### src/rtl/arith_encoder_scheduler.sv
// Symbol sequencer for the arithmetic encoder: input FIFO, paced issue, pipeline drain, flush, frame report.
// Optional build macro SCHED_PARAM_CHECK_EN adds param_err and drops malformed CDF entries.
module arith_encoder_scheduler #(
  parameter int RANGE_WIDTH  = 16,
  parameter int SYMBOL_WIDTH = 4,
  parameter int FIFO_DEPTH   = 4,
  parameter int PIPE_DEPTH   = 3,
  parameter int CNT_WIDTH    = 16
) (
  input  logic                    general_clk,
  input  logic                    reset,
  input  logic                    in_valid,
  output logic                    in_ready,
  input  logic [RANGE_WIDTH-1:0]  in_fl,
  input  logic [RANGE_WIDTH-1:0]  in_fh,
  input  logic [SYMBOL_WIDTH-1:0] in_symbol,
  input  logic [SYMBOL_WIDTH:0]   in_nsyms,
  input  logic                    in_last,
  output logic                    enc_valid,
  output logic [RANGE_WIDTH-1:0]  enc_fl,
  output logic [RANGE_WIDTH-1:0]  enc_fh,
  output logic [SYMBOL_WIDTH-1:0] enc_symbol,
  output logic [SYMBOL_WIDTH:0]   enc_nsyms,
  input  logic                    enc_stall,
  output logic                    flush_req,
  input  logic                    flush_done,
  output logic                    frame_done,
  output logic [CNT_WIDTH-1:0]    symbol_count,
`ifdef SCHED_PARAM_CHECK_EN
  output logic                    param_err,
`endif
  output logic                    busy
);

  // state | meaning
  // IDLE  | waiting for a queued entry
  // RUN   | popping and issuing entries until the last of the frame
  // DRAIN | letting the encoder pipeline settle (PIPE_DEPTH unstalled cycles)
  // FLUSH | flush_req held until flush_done
  // DONE  | one-cycle frame_done pulse
  typedef enum logic [2:0] {S_IDLE, S_RUN, S_DRAIN, S_FLUSH, S_DONE} state_t;

  localparam int PTR_W   = $clog2(FIFO_DEPTH);
  localparam int DRN_W   = $clog2(PIPE_DEPTH + 1);
  localparam int ENTRY_W = 2 * RANGE_WIDTH + 2 * SYMBOL_WIDTH + 2;
  localparam logic [PTR_W:0]   DEPTH_C = (PTR_W + 1)'(FIFO_DEPTH);
  localparam logic [DRN_W-1:0] PIPE_C  = DRN_W'(PIPE_DEPTH);

  state_t                 state_q, state_d;
  logic [ENTRY_W-1:0]     mem_q [FIFO_DEPTH];
  logic [PTR_W-1:0]       wr_ptr_q, rd_ptr_q;
  logic [PTR_W:0]         cnt_q;
  logic [DRN_W-1:0]       drain_q, drain_d;
  logic [CNT_WIDTH-1:0]   sym_cnt_q;
  logic                   enc_valid_q;
  logic [RANGE_WIDTH-1:0] enc_fl_q, enc_fh_q;
  logic [SYMBOL_WIDTH-1:0] enc_sym_q;
  logic [SYMBOL_WIDTH:0]  enc_ns_q;

  logic                    full, empty, push, pop, issue, hd_bad, clr_cnt;
  logic [RANGE_WIDTH-1:0]  hd_fl, hd_fh;
  logic [SYMBOL_WIDTH-1:0] hd_sym;
  logic [SYMBOL_WIDTH:0]   hd_nsyms;
  logic                    hd_last;

  assign full     = (cnt_q == DEPTH_C);
  assign empty    = (cnt_q == '0);
  assign in_ready = reset && !full;
  assign push     = in_valid && in_ready;
  assign pop      = (state_q == S_RUN) && !empty && !enc_stall;
  assign {hd_last, hd_nsyms, hd_sym, hd_fh, hd_fl} = mem_q[rd_ptr_q];

`ifdef SCHED_PARAM_CHECK_EN
  logic param_err_q;
  // AV1 CDFs are inverted, so a well-formed entry has fh <= fl.
  assign hd_bad    = (hd_nsyms == '0) || ({1'b0, hd_sym} >= hd_nsyms) || (hd_fh > hd_fl);
  assign param_err = param_err_q;
  always_ff @(posedge general_clk) begin
    if (!reset)             param_err_q <= 1'b0;
    else if (pop && hd_bad) param_err_q <= 1'b1;
  end
`else
  assign hd_bad = 1'b0;
`endif

  assign issue = pop && !hd_bad;

  always_comb begin
    state_d = state_q;
    drain_d = drain_q;
    clr_cnt = 1'b0;
    case (state_q)
      S_IDLE: if (!empty) begin
        state_d = S_RUN;
        clr_cnt = 1'b1;
      end
      S_RUN: if (pop && hd_last) begin
        state_d = S_DRAIN;
        drain_d = PIPE_C;
      end
      S_DRAIN: if (!enc_stall) begin
        if (drain_q <= DRN_W'(1)) begin
          state_d = S_FLUSH;
          drain_d = '0;
        end else begin
          drain_d = drain_q - DRN_W'(1);
        end
      end
      S_FLUSH: if (flush_done) state_d = S_DONE;
      S_DONE:  state_d = S_IDLE;
      default: state_d = S_IDLE;
    endcase
  end

  always_ff @(posedge general_clk) begin
    if (push) mem_q[wr_ptr_q] <= {in_last, in_nsyms, in_symbol, in_fh, in_fl};
  end

  always_ff @(posedge general_clk) begin
    if (!reset) begin
      state_q     <= S_IDLE;
      wr_ptr_q    <= '0;
      rd_ptr_q    <= '0;
      cnt_q       <= '0;
      drain_q     <= '0;
      sym_cnt_q   <= '0;
      enc_valid_q <= 1'b0;
      enc_fl_q    <= '0;
      enc_fh_q    <= '0;
      enc_sym_q   <= '0;
      enc_ns_q    <= '0;
    end else begin
      state_q     <= state_d;
      drain_q     <= drain_d;
      enc_valid_q <= issue;
      if (push) wr_ptr_q <= wr_ptr_q + PTR_W'(1);
      if (pop)  rd_ptr_q <= rd_ptr_q + PTR_W'(1);
      case ({push, pop})
        2'b10:   cnt_q <= cnt_q + (PTR_W + 1)'(1);
        2'b01:   cnt_q <= cnt_q - (PTR_W + 1)'(1);
        default: cnt_q <= cnt_q;
      endcase
      if (issue) begin
        enc_fl_q  <= hd_fl;
        enc_fh_q  <= hd_fh;
        enc_sym_q <= hd_sym;
        enc_ns_q  <= hd_nsyms;
      end
      if (clr_cnt)                          sym_cnt_q <= '0;
      else if (issue && (sym_cnt_q != '1))  sym_cnt_q <= sym_cnt_q + CNT_WIDTH'(1);
    end
  end

  assign enc_valid    = enc_valid_q;
  assign enc_fl       = enc_fl_q;
  assign enc_fh       = enc_fh_q;
  assign enc_symbol   = enc_sym_q;
  assign enc_nsyms    = enc_ns_q;
  assign symbol_count = sym_cnt_q;
  assign flush_req    = (state_q == S_FLUSH);
  assign frame_done   = (state_q == S_DONE);
  assign busy         = (state_q != S_IDLE) || !empty;

endmodule

### config.mk
export PLATFORM = sky130hd
export DESIGN_NAME = arith_encoder_scheduler
export DESIGN_NICKNAME = d
export VERILOG_FILES = /design/src/rtl/arith_encoder_scheduler.sv
export SDC_FILE = /design/constraint.sdc
export NUM_CORES = 1
export LEC_CHECK = 0
export CAP_MARGIN = 10
export CORE_ASPECT_RATIO = 1.4
export CORE_MARGIN = 4
export CORE_UTILIZATION = 50
export CTS_CLUSTER_SIZE = 16
export DETAILED_ROUTE_END_ITERATION = 16
export PLACE_DENSITY_LB_ADDON = 0.12
export SLEW_MARGIN = 20
export SYNTH_ARGS = -nofsm -noshare
export SYNTH_HDL_FRONTEND = slang
export SYNTH_SLANG_ARGS = --single-unit
### constraint.sdc
create_clock -name general_clk -period 3.3 [get_ports general_clk]
set_clock_uncertainty 0.2 [all_clocks]
set_input_delay 0.99 -clock general_clk [delete_from_list [all_inputs] [get_ports general_clk]]
set_output_delay 0.99 -clock general_clk [all_outputs]
set_load 0.01 [all_outputs]
==> results of run 1 <==
[critical path, stage by stage]
cell	delay [ps]
clkdlybuf4s50_1	510
inv_2	50
a21oi_1	100
dlygate4sd2_1	280
[what timing repair did]
item	4_1_cts	5_1_grt
endpoints found under the setup margin	1	0
gates resized for setup	1	0
hold buffers	0	0
hold endpoints to repair	0	0
[kinds of logic (layout without fill, tap and decap cells)]
group	Yosys count	after routing	synth area share, %
AOI/OAI and AO/OA	80	80	4.99
xor gates and xnor gates	5	5	0.485
adders and majority gates	7	7	1.05
buffers and inverters	41	185	1.83
DFF	240	240	71.8
muxes	45	45	10.8
and+or+nand+nor	167	167	9.01
[how the worst max path moves through the flow]
stage | startpoint | to
after global routing | state_q[1]$_SDFFE_PN0P_ | flush_req
final | reset | in_ready
after floorplan | enc_stall | cnt_q[2]$_SDFFE_PN0P_
after detailed placement | reset | in_ready
after global placement | reset | in_ready
after CTS | reset | in_ready
[layout make-up]
type / instances / area, um^2 / share of cell area (%)
Clock inverter: 14 / 186 / 1.64
Sequential cell: 240 / 6490 / 57.2
Timing Repair Buffer: 130 / 1330 / 11.7
Tap cell: 236 / 295 / 2.60
Inverter: 13 / 48.8 / 0.430
Multi-Input combinational cell: 304 / 2390 / 21.0
Clock buffer: 28 / 614 / 5.41
[cell usage after synthesis, types with 2 or more instances]
cell      instances
ha_1              6
o31ai_1           7
nand2b_1          3
and4_1            3
nand3_2           2
dfxtp_1          72
or3_1             5
o21ai_0           3
xor2_1            3
a21oi_1          57
inv_1            12
clkbuf_1         18
nor4_1            4
nand4_1           5
a31oi_1           4
xnor2_1           2
o41ai_1           2
nor2_1           11
nor3_1            3
o21ai_1           2
nor4b_1           2
and3_1            2
or4_1             8
mux4_2           42
and2_1            6
mux2i_1           3
nor3b_1           2
nand3_1           6
nand2_1         101
buf_2             9
edfxtp_1        168
[power by group through the flow]
| stage | Clock, mW | Sequential [mW] | Combinational [mW] |
|---|---|---|---|
| CTS | 2.79 | 3.33 | 0.351 |
| detailed placement | 0 | 3.40 | 0.349 |
| global placement | 0 | 3.39 | 0.340 |
| finish | 2.73 | 3.33 | 0.346 |
| global route | 2.92 | 3.34 | 0.377 |
| floorplan | 0 | 3.39 | 0.171 |
[registers in the layout, summed over array words and instances, names as in the netlist, named ones only]
register / count
enc_nsyms: 5
wr_ptr_q: 2
enc_fl: 16
enc_valid: 1
cnt_q: 3
rd_ptr_q: 2
state_q: 3
enc_fh: 16
drain_q: 2
enc_symbol: 4
mem_q: 168
symbol_count: 16
[routing by layer]
metal	GRT usage [%]	vias to the layer above	routed length, um
met4	4.83	0	344
met2	32.4	146	9570
li1	-	2479	-
met3	3.22	25	958
met5	0	-	0
met1	22.3	2635	7210
[through the flow]
step | total power [mW] | cells | utilization (%) | hold slack, ps | cell area, um^2
4_1_cts | 6.48 | 965 | 64.7 | 254 | 11400
3_5_place_dp | 3.75 | 923 | 60.2 | 246 | 10600
6_report | 6.40 | 965 | 64.7 | 251 | 11400
2_1_floorplan | 3.56 | 585 | - | 262 | 9030
5_1_grt | 6.63 | 965 | 64.7 | 273 | 11400
3_3_place_gp | 3.73 | 923 | 60.2 | 243 | 10600
==> flow_summary.json, run 1 <==
{
  "start_kind": "primary input",
  "cts_max_level": 1,
  "rsz0062_at_grt": "no",
  "design.core.area_um2": 17500,
  "dp_worst_setup_slack_ps": -113,
  "hpwl_um": 11300,
  "drt_iter0_markers": 395,
  "switching_share_pct": 20.1,
  "die_y_um": 167,
  "antennaDiodeCount": 0,
  "slew_viol_final": 0,
  "grt_pass1_vias": 5544,
  "initial_utilization_pct": 51.5,
  "netlist.area_leader.share_pct": 55.9,
  "p_switching_mw": 1.29,
  "nFillCells": 1326,
  "synthCells": 585,
  "clockPowerShare_pct": 42.6,
  "worst_slew_pin_slew_ps": 674,
  "async_reset_ff_share_pct": 0,
  "synth_top_area_cell": "edfxtp_1",
  "hold_path_class": "flop to flop",
  "crit_path_end_kind": "output pin",
  "hold_depth": 2,
  "p_leak_nw": 3.57,
  "fp.dieW_um": 122,
  "seqPwrFrac_pct": 52.0,
  "post-route-period-util_pct": 94.5,
  "relSlewSlack_pct": 54.7,
  "die-area_um2": 20300,
  "rows": 57,
  "synth-edff-count": 168,
  "layout-drive-gt1-share_pct": 16.0,
  "holdPathEnd": "enc_nsyms[3]$_SDFFE_PN0P_",
  "powerDensity_nw_per_um2": 564,
  "routed_wl_um": 18100,
  "setup_ws_ps": 180,
  "grt_pass1_wl_um": 28900,
  "numCtsBuffers": 23,
  "timing.fmax_mhz": 321,
  "synthTopCellsByArea": "edfxtp_1 (56%), dfxtp_1 (16%), mux4_2 (10%), nand2_1 (4.2%), a21oi_1 (3.2%)",
  "io_buffers": 108,
  "drc": 0,
  "layout_commonest_cell": "edfxtp_1",
  "gp_congestion": 0.761,
  "first_pass_iters": 4,
  "path_class": "primary input to output pin",
  "critical_path_required_ps": 2110,
  "syn_to_final_growth_pct": 25.7,
  "finalNetCount": 766,
  "cp.arrival_ps": 1930,
  "mostFrequentLayoutCells": "edfxtp_1 (168), clkdlybuf4s50_1 (107), nand2_1 (100)",
  "root_buffer": "clkbuf_16",
  "intPower_mw": 5.12,
  "ir_worst_vdd_mv": 0.608,
  "r2r-start": "state_q[0]$_SDFFE_PN0P_",
  "ios": 109,
  "grt_use_total_pct": 18.0,
  "wl_per_cell_um": 18.7,
  "cts_tree": "done",
  "drv_cap": 0,
  "vias": 5285,
  "r2r_end": "cnt_q[2]$_SDFFE_PN0P_",
  "antenna_found_initial": 0,
  "vias_per_cell": 5.48,
  "syn_area_um2": 9030,
  "ant_nets": 0,
  "yosysWarnings": 0,
  "clkTransAtPathRegs_ps": 60,
  "yosys.cell_types.count": 43,
  "combPwrFrac_pct": 5.4,
  "status": "completed",
  "post-cts-setup-buffer-count": 0,
  "fin_crit_ps": 3120,
  "ys_seq_area_share_pct": 71.8,
  "gr-total-overflow": 0,
  "clock_sinks": 240,
  "ff2ff_path_depth": 9,
  "syn_nets": 639,
  "setup_violations": 0,
  "finalHoldViolations": 0,
  "avgSynthCellArea_um2": 15.4,
  "tns_ps": 0,
  "ys_seq_elements": 240,
  "synth_ff_type": "edfxtp_1",
  "insertion_delay_ps": 500,
  "rrSetupSlack_ps": 880,
  "crit_fanout": 2,
  "hold_start": "enc_nsyms[3]$_SDFFE_PN0P_",
  "cts_buffer_depth": 3,
  "grt_max_degree": 56
}
(Power assumes the default switching activity.)
==> run 2, diff against run 1 <==
--- a/config.mk
+++ b/config.mk
@@ -9,7 +9,6 @@
 export CORE_ASPECT_RATIO = 1.4
 export CORE_MARGIN = 4
 export CORE_UTILIZATION = 50
-export CTS_CLUSTER_SIZE = 16
 export DETAILED_ROUTE_END_ITERATION = 16
 export PLACE_DENSITY_LB_ADDON = 0.12
 export SLEW_MARGIN = 20
==> results of run 2 <==
The final DEF is identical to that of run 1; final timing and power are the same.
